$ cat src/rtl/adc_pkt_pkg.sv
// Shared types and constants for the ADC sample UART packetizer.
package adc_pkt_pkg;

    // Packetizer FSM states, in on-the-wire order of the packet fields.
    typedef enum logic [3:0] {
        ST_IDLE,
        ST_SYNC0,
        ST_SYNC1,
        ST_SEQ,
        ST_FLAGS,
        ST_PAY_REQ,
        ST_PAY_CAP,
        ST_PAY_TX,
        ST_CHK,
        ST_DONE
    } pkt_state_t;

    localparam logic [7:0] SYNC0_DEFAULT = 8'hA5;
    localparam logic [7:0] SYNC1_DEFAULT = 8'h5A;

    // Bit of the FLAGS byte that reports a FIFO-full event since the last packet.
    localparam int FLAG_FULL = 0;

    // SYNC0, SYNC1, SEQ, FLAGS.
    localparam int HDR_LEN = 4;

    // Build the FLAGS byte; all bits other than FLAG_FULL are reserved zero.
    function automatic logic [7:0] make_flags(input logic full);
        logic [7:0] f;
        f = 8'h00;
        f[FLAG_FULL] = full;
        return f;
    endfunction

endpackage

$ cat src/rtl/uart_tx.sv
// 8N1 UART transmitter. ready is also high in the last cycle of the stop bit
// so a load there starts the next frame with no idle gap.
module uart_tx #(
    parameter int CLKS_PER_BIT = 868
) (
    input  logic       rd_clk,
    input  logic       rd_rst_n,
    input  logic       load,
    input  logic [7:0] data,
    output logic       ready,
    output logic       tx
);

    localparam int CW = (CLKS_PER_BIT > 2) ? $clog2(CLKS_PER_BIT) : 1;
    localparam logic [CW-1:0] BAUD_LAST = CW'(CLKS_PER_BIT - 1);
    localparam logic [3:0]    BIT_STOP  = 4'd9;

    logic          active_q, active_d;
    logic [CW-1:0] baud_q, baud_d;
    logic [3:0]    bit_q, bit_d;
    logic [9:0]    shift_q, shift_d;
    logic          last_tick;

    assign last_tick = active_q && (baud_q == BAUD_LAST) && (bit_q == BIT_STOP);
    assign ready     = !active_q || last_tick;
    // Idle line is high; reset clears active_q so tx rises without a clock.
    assign tx        = active_q ? shift_q[0] : 1'b1;

    // Next-state: accept a new frame when ready, otherwise advance baud/bit counters.
    always_comb begin
        // NOTE: every _d gets its hold value first so no path can infer a latch.
        active_d = active_q;
        baud_d   = baud_q;
        bit_d    = bit_q;
        shift_d  = shift_q;
        if (load && ready) begin
            active_d = 1'b1;
            baud_d   = '0;
            bit_d    = 4'd0;
            shift_d  = {1'b1, data, 1'b0};
        end else if (active_q) begin
            if (baud_q == BAUD_LAST) begin
                baud_d = '0;
                if (bit_q == BIT_STOP) begin
                    active_d = 1'b0;
                end else begin
                    bit_d   = bit_q + 4'd1;
                    shift_d = {1'b1, shift_q[9:1]};
                end
            end else begin
                baud_d = baud_q + 1'b1;
            end
        end
    end

    // State registers with asynchronous reset to the idle line.
    always_ff @(posedge rd_clk or negedge rd_rst_n) begin
        if (!rd_rst_n) begin
            active_q <= 1'b0;
            baud_q   <= '0;
            bit_q    <= 4'd0;
            shift_q  <= 10'h3FF;
        end else begin
            // NOTE: non-blocking so every flop samples pre-edge values.
            active_q <= active_d;
            baud_q   <= baud_d;
            bit_q    <= bit_d;
            shift_q  <= shift_d;
        end
    end

endmodule

$ cat src/rtl/adc_uart_packetizer.sv
// Pulls bytes from the width-conversion FIFO read port and frames them as
// SYNC0 SYNC1 SEQ FLAGS payload CHK packets over an 8N1 UART line.
module adc_uart_packetizer
    import adc_pkt_pkg::*;
#(
    parameter int         CLKS_PER_BIT = 868,
    parameter int         PAYLOAD_LEN  = 64,
    parameter logic [7:0] SYNC0        = SYNC0_DEFAULT,
    parameter logic [7:0] SYNC1        = SYNC1_DEFAULT
) (
    input  logic        rd_clk,
    input  logic        rd_rst_n,
    input  logic        enable,
    input  logic [7:0]  fifo_dout,
    input  logic        fifo_empty,
    input  logic        fifo_rd_full,
    output logic        fifo_rd_en,
    output logic        tx,
    output logic        busy,
    output logic [15:0] pkt_count
);

    localparam logic [7:0] LAST_IDX = 8'(PAYLOAD_LEN - 1);

    pkt_state_t  state_q, state_d;
    logic [7:0]  seq_q, seq_d;
    logic [7:0]  chk_q, chk_d;
    logic [7:0]  cnt_q, cnt_d;
    logic [7:0]  data_q, data_d;
    logic        full_q, full_d;
    logic [15:0] pkt_count_q, pkt_count_d;

    logic        uart_ready;
    logic        uart_load;
    logic [7:0]  uart_data;
    logic [7:0]  flags;

    assign flags     = make_flags(full_q);
    assign busy      = (state_q != ST_IDLE);
    assign pkt_count = pkt_count_q;

    uart_tx #(
        .CLKS_PER_BIT(CLKS_PER_BIT)
    ) u_uart_tx (
        .rd_clk  (rd_clk),
        .rd_rst_n(rd_rst_n),
        .load    (uart_load),
        .data    (uart_data),
        .ready   (uart_ready),
        .tx      (tx)
    );

    // FSM state register.
    always_ff @(posedge rd_clk or negedge rd_rst_n) begin
        if (!rd_rst_n) state_q <= ST_IDLE;
        else           state_q <= state_d;
    end

    // FSM next state: header/CHK fields advance on each accepted UART load.
    always_comb begin
        state_d = state_q;
        case (state_q)
            ST_IDLE:    if (enable && !fifo_empty) state_d = ST_SYNC0;
            ST_SYNC0:   if (uart_ready) state_d = ST_SYNC1;
            ST_SYNC1:   if (uart_ready) state_d = ST_SEQ;
            ST_SEQ:     if (uart_ready) state_d = ST_FLAGS;
            ST_FLAGS:   if (uart_ready) state_d = ST_PAY_REQ;
            ST_PAY_REQ: if (uart_ready && !fifo_empty) state_d = ST_PAY_CAP;
            ST_PAY_CAP: state_d = ST_PAY_TX;
            ST_PAY_TX:  if (uart_ready) state_d = (cnt_q == LAST_IDX) ? ST_CHK : ST_PAY_REQ;
            ST_CHK:     if (uart_ready) state_d = ST_DONE;
            ST_DONE:    if (uart_ready) state_d = ST_IDLE;
            default:    state_d = ST_IDLE;
        endcase
    end

    // FSM outputs: UART load/data mux and the single-cycle FIFO read strobe.
    always_comb begin
        uart_load  = 1'b0;
        uart_data  = 8'h00;
        fifo_rd_en = 1'b0;
        case (state_q)
            ST_SYNC0:   begin uart_load = uart_ready; uart_data = SYNC0;  end
            ST_SYNC1:   begin uart_load = uart_ready; uart_data = SYNC1;  end
            ST_SEQ:     begin uart_load = uart_ready; uart_data = seq_q;  end
            ST_FLAGS:   begin uart_load = uart_ready; uart_data = flags;  end
            ST_PAY_REQ: fifo_rd_en = uart_ready && !fifo_empty;
            ST_PAY_TX:  begin uart_load = uart_ready; uart_data = data_q; end
            ST_CHK:     begin uart_load = uart_ready; uart_data = chk_q;  end
            default:    ;
        endcase
    end

    // Datapath next state: checksum, payload counter, sticky full flag, counters.
    always_comb begin
        seq_d       = seq_q;
        chk_d       = chk_q;
        cnt_d       = cnt_q;
        data_d      = data_q;
        pkt_count_d = pkt_count_q;
        full_d      = full_q;
        if (state_q == ST_FLAGS && uart_ready) full_d = 1'b0;
        // Applied after the clear so a coinciding full event is not lost.
        if (fifo_rd_full) full_d = 1'b1;
        case (state_q)
            ST_IDLE: begin
                chk_d = 8'h00;
                cnt_d = 8'h00;
            end
            ST_SEQ:    if (uart_ready) chk_d = chk_q ^ seq_q;
            ST_FLAGS:  if (uart_ready) chk_d = chk_q ^ flags;
            ST_PAY_CAP: begin
                data_d = fifo_dout;
                chk_d  = chk_q ^ fifo_dout;
            end
            ST_PAY_TX: if (uart_ready) cnt_d = cnt_q + 8'd1;
            ST_DONE: if (uart_ready) begin
                seq_d       = seq_q + 8'd1;
                pkt_count_d = pkt_count_q + 16'd1;
            end
            default: ;
        endcase
    end

    // Datapath registers.
    always_ff @(posedge rd_clk or negedge rd_rst_n) begin
        if (!rd_rst_n) begin
            seq_q       <= 8'h00;
            chk_q       <= 8'h00;
            cnt_q       <= 8'h00;
            data_q      <= 8'h00;
            full_q      <= 1'b0;
            pkt_count_q <= 16'h0000;
        end else begin
            seq_q       <= seq_d;
            chk_q       <= chk_d;
            cnt_q       <= cnt_d;
            data_q      <= data_d;
            full_q      <= full_d;
            pkt_count_q <= pkt_count_d;
        end
    end

endmodule

$ cat config.mk
export PLATFORM = sky130hd
export DESIGN_NAME = adc_uart_packetizer
export DESIGN_NICKNAME = d
export VERILOG_FILES = /design/src/rtl/adc_pkt_pkg.sv /design/src/rtl/uart_tx.sv /design/src/rtl/adc_uart_packetizer.sv
export SDC_FILE = /design/constraint.sdc
export NUM_CORES = 1
export LEC_CHECK = 0
export ABC_AREA = 1
export BUFFER_PORTS_ARGS = -buffer_cell sky130_fd_sc_hd__buf_2
export CAP_MARGIN = 30
export CORE_ASPECT_RATIO = 0.75
export CORE_MARGIN = 2
export CORE_UTILIZATION = 61
export CTS_BUF_LIST = sky130_fd_sc_hd__clkbuf_4 sky130_fd_sc_hd__clkbuf_8 sky130_fd_sc_hd__clkbuf_16
export DETAILED_ROUTE_END_ITERATION = 16
export PLACE_DENSITY = 0.81
export SYNTH_ARGS = -nofsm -noshare
export SYNTH_HDL_FRONTEND = slang
export SYNTH_SLANG_ARGS = --single-unit
$ cat constraint.sdc
create_clock -name rd_clk -period 1.9 [get_ports rd_clk]
set_clock_uncertainty 0.2 [all_clocks]
set_input_delay 0.19 -clock rd_clk [delete_from_list [all_inputs] [get_ports rd_clk]]
set_output_delay 0.19 -clock rd_clk [all_outputs]
set_load 0.02 [all_outputs]
# Word level (Yosys, flattened, before mapping)
# Cells that the tools add are included.
# W data, S select, Z words.
[totals]
word_cells = 100
out_inout_bits = 19
register_bits = 78
in_bits = 13
[op_classes]
bitwise = 3
n_eq_ne = 22
n_reduce_logical = 22
add_sub_neg = 5
mux = 37
[ops]
columns = ["cell", "count"]
rows = [
  ["$mux W10", 7],
  ["$mux W4", 14],
  ["$pmux W8 S6", 1],
  ["$pmux W4 S10", 1],
  ["$pmux W8 S4", 1],
  ["$mux W8", 3],
  ["$add A16 B1 Y16 const B", 1],
  ["$add A8 B1 Y8 const B", 2],
  ["$eq A4 B3 Y1 const B", 4],
  ["$ne A2 B1 Y1 const B", 8],
  ["$pmux W8 S2", 1],
  ["$xor A8 B8 Y8", 2],
  ["$eq A4 B4 Y1 const B", 3],
  ["$add A10 B1 Y10 const B", 1],
  ["$eq A10 B10 Y1 const B", 1],
  ["$mux W1", 9],
  ["$reduce_and A9 Y1", 1],
  ["$eq A4 B2 Y1 const B", 2],
  ["$eq A8 B6 Y1 const B", 1],
  ["$reduce_bool A2 Y1", 4],
  ["$reduce_bool A4 Y1", 2],
  ["$xor A8 B1 Y8", 1],
  ["$logic_and A1 B1 Y1", 6],
  ["$reduce_and A3 Y1", 2],
  ["8 further kinds", 11],
]

# Logic depth before layout (Yosys ltp)
# Gate-level depths: netlist of the first run.
[logic_depth]
depth_word = 8
ltp_mapped = 12
depth_no_buf = 12

# Modules after synthesis
# From an unflattened synthesis of the first run, not the netlist that was laid out.
[unflattened]
cells_unflattened = 616
area_unflattened_um2 = 4606.9
[modules_own_cells]
columns = ["mod", "area_per_inst_um2", "seq_area_each_um2", "instances", "cells_per_inst"]
rows = [
  ["adc_uart_packetizer", 3203.1, 1326.3, 1, 428],
  ["uart_tx", 1403.8, 611.8, 1, 188],
]

# Worst setup path after synthesis of the first run
# No wires, ideal clock.
[synth_path]
path_type = "register to output"
startpoint = "register u_uart_tx.bit_q[1]"
endpoint = "output port fifo_rd_en"
arrival_ps = 1526
path_stages_with_launch = 9
slack_ps = -16
required_time_ps = 1510
path_buffers = 0
path_cell_list = "dfrtp_1 inv_1 ha_1 nand3_1 inv_1 nand3_1 nand2_4 nand2_1 nor3_1"
[synth_between]
elab_chain_len = 5
[synth_rtl]
columns = ["item", "line_no", "rtl"]
rows = [
  ["start: declaration", "uart_tx.sv:20", "logic [3:0] bit_q, bit_d;"],
  ["start signal: assignment", "uart_tx.sv:67", "bit_q <= bit_d;"],
  ["$eq A4 B4 Y1", "uart_tx.sv:24", "assign last_tick = active_q && (baud_q == BAUD_LAST) && (bit_q == BIT_STOP);"],
  ["$logic_and A1 B1 Y1", "uart_tx.sv:24", ""],
  ["$logic_or A1 B1 Y1", "uart_tx.sv:25", "assign ready = !active_q || last_tick;"],
  ["$logic_and A1 B1 Y1", "adc_uart_packetizer.sv:87", "ST_PAY_REQ: fifo_rd_en = uart_ready && !fifo_empty;"],
  ["$mux W1", "adc_uart_packetizer.sv:82", "case (state_q)"],
  ["end: declaration", "adc_uart_packetizer.sv:17", "output logic fifo_rd_en,"],
]
# Every way passes these cells.

# Worst setup path after layout of the first run
[layout_path]
startpoint = "register u_uart_tx.baud_q[1]"
endpoint = "output port fifo_rd_en"
[layout_between]
elab_chain_len = 6
[layout_rtl]
columns = ["item", "line_no", "rtl"]
rows = [
  ["start: declaration", "uart_tx.sv:19", "logic [CW-1:0] baud_q, baud_d;"],
  ["start signal: assignment", "uart_tx.sv:66", "baud_q <= baud_d;"],
  ["$eq A10 B10 Y1", "uart_tx.sv:24", ""],
  ["$logic_and A1 B1 Y1 (2 in a row)", "uart_tx.sv:24", ""],
  ["$logic_or A1 B1 Y1", "uart_tx.sv:25", ""],
  ["$logic_and A1 B1 Y1", "adc_uart_packetizer.sv:87", ""],
  ["$mux W1", "adc_uart_packetizer.sv:82", ""],
]
# Every way passes these cells.

==> summary.md, run 1 <==
| Metric | Value |
|---|---|
| Status | `complete, but fails checks` |
| Failing checks | `setup timing` |
| Die height | `78.11 µm` |
| Via/cell ratio | `5.478` |
| CTS tree | `yes` |
| CTS H-tree depth | `3` |
| Routed Antenna Nets | `0` |
| Unique cell type count in the Yosys netlist | `37` |
| Worst Hold Class | `in2async` |
| Sequential Area | `0.001938 mm²` |
| Register area share after synthesis | `43.39%` |
| CTS Buf Count | `9` |
| Setup TNS | `-1.509 ns` |
| Peak supply drop | `0.0003935 V` |
| Clock tree buffer depth | `2` |
| Max Slew Vio Count | `0` |
| Crit end category | `output port` |
| Core box area | `0.006962 mm²` |
| Worst-path clk slew | `0.09 ns` |
| Final setup violation count | `31` |
| Crit-path slowest cell | `dfrtp_1` |
| Area post-placement | `0.004965 mm²` |
| Largest cells by area after synthesis | `dfrtp_1 (38%), nand2_1 (14%), nand3_1 (5.4%)` |
| Yosys warning total | `0` |
| Setup Crit Path Kind | `reg2out` |
| Cell taking the most area after synthesis | `dfrtp_1` |
| Fillers | `506` |
| Non-Filler Instances | `764` |
| Drt pass-1 iters | `5` |
| Final Hold Vio Count | `0` |
| I/O Pins | `32` |
| Hold Slack | `0.1214 ns` |
| Slew of the pin with the lowest slew margin | `0.4812 ns` |
| Area of the multi-input gates | `0.002290 mm²` |
| Vias | `4185` |
| Vias in the first global route | `3905` |
| DRC | `0` |
| Gr ovfl total | `0` |
| Placement Setup Slack | `-0.06847 ns` |
| CP Data Arrival Time | `1.62 ns` |
| Cell Rows | `26` |
| Clock Tree Root | `clkbuf_8` |
| Worst-Skew Late Latency | `0.36 ns` |
| Post-synthesis cell area | `0.004467 mm²` |
| Avg Cell Area, Syn | `7.741 µm²` |
| Die ar. | `0.008030 mm²` |
| Fin nets | `680` |
| Largest net degree at the start of global routing | `35` |
| 1st-iter DRT viols | `323` |
| GPL Wtd Cong | `0.9345` |
| Worst EP required | `1.51 ns` |
| Unrepaired setup endpoints after global routing | `yes` |
| Slew headroom | `67.92%` |
| Async SR Flop Fraction | `100.0%` |
| WL final | `10930 µm` |
| Die Wd | `102.8 µm` |
| Worst setup SP type | `flop` |
| Final core area utilization | `78.25%` |
| Wire per inst | `14.30 µm` |
| Initial Util | `64.16%` |
| Most frequent CP cell | `nand2_4` |
| Top FF cell, synth | `dfrtp_1` |
| Synth top area share | `38.10%` |
| CTS sink count | `77` |
| Placed cells | `731` |
| Commonest cells in the netlist | `nand2_1 (172), dfrtp_1 (68), inv_1 (58)` |
| DPL Wire Length | `7641 µm` |
| Crit-path max cell delay | `0.39 ns` |
| EDFF count, synth | `0` |
| Flop and latch count out of synthesis | `77` |
| Worst-path cell chain | `ha_4, nand3_4, nor2_2, nand3_2, nand2_4, nand2_4, nor3_2, buf_4` |
| Initial antenna violation count | `0` |
| Fraction of layout instances using a drive strength above 1 | `23.12%` |
| Final Cycle Share | `105.8%` |
| Max Freq | `497.4 MHz` |
| Max Cap Violations | `0` |
| Net Count, Synth | `596` |
| First-pass GRT wire length | `18520 µm` |
| Count leader, synth | `nand2_1` |
| Syn Inst Count | `577` |
| Register-to-Register Path Depth | `10` |
| Static leakage power | `2.714 nW` |
| Setup WS post-layout | `-0.1104 ns` |
| Synthesis-to-layout area growth | `21.96%` |
| GRT Util Overall | `29.20%` |
| Diode count | `0` |
| # port buffers | `31` |
| Total Power | `3.030 mW` |
| Post-route minimum period | `2.010 ns` |
| Final instance area | `0.005448 mm²` |
| Maximum fanout along the worst path | `2` |
| Power per cell area | `556.2 mW/mm²` |
worst max-delay path, delay by kind of cell (launching register included):
family	cells	cell delay (ns)
and+or+nand+nor	6	0.56
buffers and inverters	1	0.16
DFF	1	0.39
adders and majority gates	1	0.17
cells in the final DEF (no fill, tap or decap), types with 8 or more instances in the layout:
cell / synthesis / final
nand2_1: 172 / 170
dfrtp_1: 68 / 68
inv_1: 58 / 55
nand3_1: 48 / 45
nor2_1: 46 / 42
buf_4: 4 / 39
buf_2: 5 / 29
o21ai_0: 28 / 26
xor2_1: 23 / 23
nand4_1: 15 / 15
nor3_1: 14 / 13
o21ai_1: 10 / 12
nor2_2: 9 / 11
clkbuf_8: 0 / 11
nand2_4: 6 / 10
dlygate4sd3_1: 0 / 10
xnor2_1: 9 / 9
dfstp_2: 9 / 9
inv_2: 7 / 8
report_power, final:
part / internal [mW] / leakage (nW) / switching (mW)
Sequential: 1.64 / 0.931 / 0
Clock: 0.679 / 0.102 / 0.643
Combinational: 0.0284 / 1.68 / 0.0415
Total: 2.35 / 2.71 / 0.685
repair_timing:
| item | in CTS | in global routing |
|---|---|---|
| cloned | 0 | 1 |
| buffers inserted | 3 | 3 |
| pin swaps | 3 | 9 |
| gates resized for setup | 15 | 16 |
| hold buffers | 10 | 0 |
| hold endpoints to repair | 73 | 0 |
| endpoints found under the setup margin | 4 | 69 |
sequential cells by signal, summed over array words and instances (netlist names):
register,cells
chk_q,8
cnt_q,8
data_q,8
full_q,1
pkt_count,16
seq_q,8
state_q,4
u_uart_tx.active_q,1
u_uart_tx.baud_q,10
u_uart_tx.bit_q,4
u_uart_tx.shift_q,9
cells by family (layout without fill, tap and decap cells):
family | after synthesis | after routing | share of synthesized area, %
AOI/OAI and AO/OA | 58 | 58 | 7.591
DFF | 77 | 77 | 43.39
and+or+nand+nor | 326 | 327 | 33.39
buffers and inverters | 78 | 166 | 7.675
adders and majority gates | 6 | 6 | 1.681
xor gates and xnor gates | 32 | 32 | 6.275
layout make-up:
type / instances / area share, %
inverters: 68 / 5.099
flip-flops and latches: 77 / 35.58
multi-input cells: 423 / 42.03
repair buffers: 82 / 11.19
well taps: 98 / 2.251
clock inverters: 5 / 1.079
clock buffers: 11 / 2.779
per-layer routing:
layer | GRT usage (%) | routed length [µm]
met1 | 42.37 | 5055
met2 | 44.18 | 5065
met3 | 5.610 | 634
met4 | 9.605 | 171
met5 | 0 | 0
final timing paths:
kind,start,to,slack [ns]
min in group rd_clk,enable,state_q[0],0.15
max in group asynchronous,rd_rst_n,u_uart_tx.shift_q[7],0.76
worst max register to register,u_uart_tx.baud_q[1],pkt_count[3],-0.09
worst min-delay path,rd_rst_n,cnt_q[4],0.12
worst max-delay path,u_uart_tx.baud_q[1],fifo_rd_en,-0.11
worst min register to register,data_q[2],data_q[2],0.29
Power figures use the tool's default switching activity.
==> run 2, diff against run 1 <==
--- a/config.mk
+++ b/config.mk
@@ -9,7 +9,6 @@
 export BUFFER_PORTS_ARGS = -buffer_cell sky130_fd_sc_hd__buf_2
 export CAP_MARGIN = 30
 export CORE_ASPECT_RATIO = 0.75
-export CORE_MARGIN = 2
 export CORE_UTILIZATION = 61
 export CTS_BUF_LIST = sky130_fd_sc_hd__clkbuf_4 sky130_fd_sc_hd__clkbuf_8 sky130_fd_sc_hd__clkbuf_16
 export DETAILED_ROUTE_END_ITERATION = 16
==> run 2 against run 1 <==
Effect of this change:
- the flow still finishes with violations (setup timing)
- first-iteration DRC count rose by 73%
- critical path depth is 4 higher
- maximum frequency shrank 5.3%
- register-to-register slack worse by 0.13 ns
- sequential power hardly changed
- final area up 10%
- cell count increased by 3.3%
- total power up 3.0%
- count of clock-buffer cells in the layout decreased by 2
==> summary.md, run 2 (synthesis results as in run 1) <==
| Metric | Value |
|---|---|
| Setup WS post-layout | `-0.2230 ns (-0.1126 ns)` |
| Synthesis-to-layout area growth | `34.23%` |
| Vias in the first global route | `4134 (+5.9%)` |
| GRT Util Overall | `31.83% (+2.6 points)` |
| First-pass GRT wire length | `19330 µm (+4.4%)` |
| Commonest non-fill, non-tap cells in the layout | `nand2_1 (158), dfrtp_1 (63), inv_1 (53)` |
| Max Freq | `471.0 MHz (-5.3%)` |
| Post-route minimum period | `2.123 ns (+0.1126 ns)` |
| Area post-placement | `0.004960 mm² (-0.10%)` |
| Initial Util | `64.46% (+0.30 points)` |
| Commonest non-fill, non-tap cell in the layout | `nand2_1` |
| Crit path buf inv count | `4 (+3)` |
| Peak supply drop | `0.0004101 V (+4.2%)` |
| Final setup violation count | `67 (+120%)` |
| CTS sink count | `77 (unchanged)` |
| Worst EP required | `1.93 ns (+0.42 ns)` |
| CTS tree | `yes` |
| # port buffers | `31 (unchanged)` |
| Crit-path slowest cell | `dfrtp_1` |
| Vias | `4819 (+15%)` |
| Final Hold Vio Count | `0 (unchanged)` |
| Die height | `76.11 µm (-2.6%)` |
| Die Wd | `100.8 µm (-1.9%)` |
| Clock tree buffer depth | `2 (unchanged)` |
| Crit-path max cell delay | `0.41 ns (+0.02 ns)` |
| DPL Wire Length | `7643 µm (about the same)` |
| Largest delay share family, worst path | `simple AND/OR/NAND/NOR gates` |
| Via/cell ratio | `6.108 (+12%)` |
| Largest register FFs | `16 (unchanged)` |
| Diode count | `0 (unchanged)` |
| Placement Setup Slack | `-0.05533 ns (+0.01314 ns)` |
| Status | `complete, but fails checks` |
| Core box area | `0.006929 mm² (-0.47%)` |
| Final instance area | `0.005996 mm² (+10%)` |
| Crit end category | `flop` |
| Slew of the pin with the lowest slew margin | `0.3822 ns (-0.09899 ns)` |
| CP Data Arrival Time | `2.16 ns (+0.54 ns)` |
| DRC | `0 (unchanged)` |
| Max Slew Vio Count | `0 (unchanged)` |
| Unrepaired setup endpoints after global routing | `yes` |
| Fraction of layout instances using a drive strength above 1 | `31.55% (+8.4 points)` |
| Static leakage power | `2.909 nW (+7.2%)` |
| Max Cap Violations | `0 (unchanged)` |
| Routed Antenna Nets | `0 (unchanged)` |
| Worst-path clk slew | `0.10 ns (about the same)` |
| Worst-path cell chain | `ha_4, nand3_4, nor2_4, nand3_2, nand2_4, buf_4, buf_12, buf_12, nand2_8, buf_4, nand3_1, o21ai_1` |
| Worst-Skew Late Latency | `0.37 ns (about the same)` |
| Drt pass-1 iters | `5 (unchanged)` |
| Cell Rows | `26 (unchanged)` |
| I/O Pins | `32 (unchanged)` |
| Largest net degree at the start of global routing | `57 (+63%)` |
| Fillers | `353 (-30%)` |
| Power per cell area | `520.7 mW/mm² (-6.4%)` |
| Area of the multi-input gates | `0.002491 mm² (+8.8%)` |
| CTS Buf Count | `9 (unchanged)` |
| Setup Crit Path Kind | `reg2reg` |
| Sequential Area | `0.001944 mm² (+0.32%)` |
| Final Cycle Share | `111.7% (+5.9 points)` |
| GPL Wtd Cong | `0.9215 (-1.4%)` |
| 1st-iter DRT viols | `560 (+73%)` |
| Worst setup SP type | `flop` |
| Maximum fanout along the worst path | `5 (+3)` |
| Die ar. | `0.007673 mm² (-4.5%)` |
| Worst Hold Class | `in2async` |
| Fin nets | `705 (+3.7%)` |
| Failing checks | `setup timing` |
| Clock Tree Root | `clkbuf_8` |
| Wire per inst | `18.44 µm (+29%)` |
| Initial antenna violation count | `0 (unchanged)` |
| WL final | `14550 µm (+33%)` |
| Slew headroom | `74.32% (+6.4 points)` |
| Setup TNS | `-7.101 ns (-5.592 ns)` |
| Gr ovfl total | `0 (unchanged)` |
| CTS H-tree depth | `3 (unchanged)` |
| Final core area utilization | `86.53% (+8.3 points)` |
run 2: area by class of cell:
class / count / share of cell area [%]
repair buffers: 105 / 15.32
clock buffers: 9 / 2.066
inverters: 68 / 4.946
clock inverters: 7 / 1.649
multi-input cells: 425 / 41.55
well taps: 98 / 2.045
flip-flops and latches: 77 / 32.43
run 2: power by group:
part / total, mW / internal [mW] / leakage [nW] / switching, mW
combinational: 0.0698 / 0.0273 / 1.87 / 0.0425
sequential: 1.64 / 1.64 / 0.926 / 0
clock: 1.41 / 0.746 / 0.110 / 0.668
run 2: path summary, 6_finish.rpt:
kind / from / end / slack [ns] / depth (start not counted)
max in group asynchronous: rd_rst_n / u_uart_tx.shift_q[4] / 0.77 / 3
min in group rd_clk: enable / state_q[0] / 0.15 / 5
hold reg to reg: data_q[1] / data_q[1] / 0.30 / 2
hold / removal: rd_rst_n / cnt_q[1] / 0.04 / 2
setup / recovery: u_uart_tx.baud_q[0] / cnt_q[0] / -0.22 / 12
setup reg to reg: u_uart_tx.baud_q[0] / cnt_q[0] / -0.22 / 12
run 2: worst reg2reg max path: stages, from the launching register on:
cell,delay (ns)
dfrtp_1,0.41
ha_4,0.18
nand3_4,0.08
nor2_4,0.13
nand3_2,0.10
nand2_4,0.09
buf_4,0.14
buf_12,0.14
buf_12,0.11
nand2_8,0.06
buf_4,0.16
nand3_1,0.09
o21ai_1,0.10
run 2: metrics by stage:
| stage | instances | total power [mW] | hold WS [ns] |
|---|---|---|---|
| 2_1_floorplan | 577 | 1.671 | -0.3056 |
| 3_3_place_gp | 727 | 1.723 | -0.09645 |
| 3_5_place_dp | 727 | 1.724 | -0.09224 |
| 4_1_cts | 764 | 3.117 | 0.06786 |
| 5_1_grt | 789 | 3.199 | 0.08557 |
| 6_report | 789 | 3.122 | 0.04472 |
run 2: repair_timing:
action / in CTS / in global routing
pin swaps: 11 / 14
gates cloned: 1 / 7
setup endpoints to repair: 8 / 69
hold endpoints to repair: 77 / 0
buffers inserted: 10 / 18
gates resized for setup: 17 / 93
hold buffers: 10 / 0
run 2: metal layers:
metal,vias to the layer above,GRT usage [%],wire length (µm)
met5,-,0,0
met4,0,9.855,674
li1,2079,-,-
met1,2272,42.93,5595
met3,98,7.064,1422
met2,370,51.30,6860
==> run 3, diff against run 2 <==
==> constraint.sdc (replaced) <==
create_clock -name rd_clk -period 1.96 [get_ports rd_clk]
set_clock_uncertainty 0.2 [all_clocks]
set_input_delay 0.196 -clock rd_clk [delete_from_list [all_inputs] [get_ports rd_clk]]
set_output_delay 0.196 -clock rd_clk [all_outputs]
set_load 0.02 [all_outputs]
==> run 3 against run 2 <==
Effect of this change:
- the run still ends with setup timing left
- worst hold slack better by 0.10 ns
- flip-flop and latch count unchanged
- sequential power down 3%
- die area did not move
- setup slack improved by 0.13 ns
- non-clock buffer count is 28 lower
- wire length is 22% lower
- cell count down 3.8%
- via count is 12% lower
- clock power is 3% lower
- global-route usage down 1.8 points
- combinational power fell by 5.2%
==> summary.md, run 3 (synthesis results as in run 1) <==
| Metric | Value |
|---|---|
| Status | `complete, but fails checks` |
| Failing checks | `setup timing` |
| Slew of the pin with the lowest slew margin | `0.5200 ns (+0.1378 ns)` |
| I/O Pins | `32 (unchanged)` |
| Clock tree buffer depth | `2 (unchanged)` |
| GR Layer Usage met3 | `5.872% (-1.2 points)` |
| GPL Wtd Cong | `0.9098 (-1.3%)` |
| Die height | `76.11 µm (unchanged)` |
| Static leakage power | `2.697 nW (-7.3%)` |
| GRT Util Overall | `30.00% (-1.8 points)` |
| Met2 GRT Util | `47.12% (-4.2 points)` |
| Largest net degree at the start of global routing | `41 (-28%)` |
| DRC | `0 (unchanged)` |
| Routed Antenna Nets | `0 (unchanged)` |
| Die Wd | `100.8 µm (unchanged)` |
| Placed cells | `719 (-1.1%)` |
| Worst-path cell chain | `inv_1, ha_2, nand3_4, inv_2, nand3_2, nand2_4, nand2_2, nor3_2, buf_4` |
| Fraction of layout instances using a drive strength above 1 | `25.42% (-6.1 points)` |
| Critical Path Stages | `9 (-3)` |
| Initial Util | `64.46% (unchanged)` |
| Vias in the first global route | `3943 (-4.6%)` |
| Power per cell area | `550.7 mW/mm² (+5.8%)` |
| Worst Hold Class | `in2async` |
| Slew headroom | `65.33% (-9.0 points)` |
| WL final | `11390 µm (-22%)` |
| Crit-path slowest cell | `dfrtp_1` |
| Commonest non-fill, non-tap cells in the layout | `nand2_1 (167), dfrtp_1 (64), inv_1 (52)` |
| Fillers | `456 (+29%)` |
| Vias | `4220 (-12%)` |
| Worst setup SP type | `flop` |
| CTS H-tree depth | `3 (unchanged)` |
| Wire per inst | `15.00 µm (-19%)` |
| Register-to-Register Path Depth | `12 (unchanged)` |
| CTS tree | `yes` |
| Cell Rows | `26 (unchanged)` |
| Maximum fanout along the worst path | `2 (-3)` |
| Core box area | `0.006929 mm² (unchanged)` |
| Crit-path max cell delay | `0.39 ns (-0.02 ns)` |
| Die ar. | `0.007673 mm² (unchanged)` |
| Max Cap Violations | `0 (unchanged)` |
| Worst-Skew Late Latency | `0.36 ns (about the same)` |
| Final Hold Vio Count | `0 (unchanged)` |
| Peak supply drop | `0.0004455 V (+8.6%)` |
| Met1 Use GR | `41.88% (-1.0 points)` |
| CTS Buf Count | `9 (unchanged)` |
| First-pass GRT wire length | `18040 µm (-6.7%)` |
| CP Data Arrival Time | `1.65 ns (-0.51 ns)` |
| Largest register FFs | `16 (unchanged)` |
| Unrepaired setup endpoints after global routing | `yes` |
| Drt pass-1 iters | `5 (unchanged)` |
| Non-Filler Instances | `759 (-3.8%)` |
| 1st-iter DRT viols | `339 (-39%)` |
| Final instance area | `0.005495 mm² (-8.3%)` |
| Setup Crit Path Kind | `reg2out` |
| Diode count | `0 (unchanged)` |
| Via/cell ratio | `5.560 (-9.0%)` |
| Gr ovfl total | `0 (unchanged)` |
| DPL Wire Length | `7487 µm (-2.0%)` |
| Placement Setup Slack | `0.02781 ns (+0.08314 ns)` |
| Largest delay share family, worst path | `simple AND/OR/NAND/NOR gates` |
| Crit path buf inv count | `3 (-1)` |
| # port buffers | `31 (unchanged)` |
| Setup TNS | `-0.1420 ns (+6.959 ns)` |
| Initial antenna violation count | `0 (unchanged)` |
| Max Slew Vio Count | `0 (unchanged)` |
| Worst-path clk slew | `0.08 ns (-0.02 ns)` |
| Worst EP required | `1.56 ns (-0.37 ns)` |
| Synthesis-to-layout area growth | `23.03%` |
| Gr busiest metal | `met2` |
| Max Freq | `487.9 MHz` |
| Clock Tree Root | `clkbuf_8` |
| Setup WS post-layout | `-0.08953 ns (+0.1334 ns)` |
| Area post-placement | `0.004857 mm² (-2.1%)` |
| Fin nets | `675 (-4.3%)` |
| Final core area utilization | `79.31% (-7.2 points)` |
| Post-route minimum period | `2.050 ns` |
| Commonest non-fill, non-tap cell in the layout | `nand2_1` |
| Hold Slack | `0.1490 ns (+0.1043 ns)` |
| Total Power | `3.026 mW (-3.1%)` |
| Final setup violation count | `5 (-93%)` |
| Final Cycle Share | `104.6%` |
| Crit end category | `output port` |
| CTS sink count | `77 (unchanged)` |
[run 3: changes by cell type in the layout (fill, tap and decap cells not counted), moves of 9 or more]
cell and delta:
nand3_2 +9, o21ai_0 +11, nor2_1 +11, nand3_1 -10, buf_4 -15, nand2_1 +9
[run 3: worst paths after layout]
path / slack, ns / endpoint / start
max: -0.09 / fifo_rd_en / u_uart_tx.bit_q[1]
max reg2reg: -0.02 / state_q[2] / u_uart_tx.bit_q[1]
min reg2reg: 0.29 / u_uart_tx.shift_q[3] / u_uart_tx.shift_q[4]
min in group rd_clk: 0.16 / state_q[0] / fifo_empty
max in group asynchronous: 0.75 / state_q[3] / rd_rst_n
min: 0.15 / cnt_q[0] / rd_rst_n
[run 3: routing by layer]
metal / routed length, µm / part of all wire (%)
met1: 5063 / 44
met2: 5378 / 47
met3: 762 / 6.7
met4: 182 / 1.6
met5: 0 / 0
[run 3: area by class of cell]
| class | instances | area [µm²] | area share [%] |
|---|---|---|---|
| Clock buffer | 12 | 152.6 | 2.778 |
| Tap cell | 98 | 122.6 | 2.231 |
| Clock inverter | 4 | 72.57 | 1.321 |
| Multi-Input combinational cell | 423 | 2364 | 43.01 |
| Timing Repair Buffer | 77 | 561.8 | 10.22 |
| Sequential cell | 77 | 1943 | 35.36 |
| Inverter | 68 | 279.0 | 5.077 |
[run 3: timing repair]
action / in CTS / in global routing
cloned: 0 / 2
setup endpoints to repair: 2 / 60
setup buffers: 6 / 6
pin swaps: 5 / 13
endpoints found under the hold margin: 46 / 0
hold buffers: 10 / 0
gates resized for setup: 10 / 46
[run 3: power by group]
part           total (mW)  leakage, nW  internal (mW)  switching [mW]
combinational      0.0662         1.66         0.0261          0.0401
sequential           1.59        0.928           1.59               0
clock                1.37        0.113          0.779           0.593
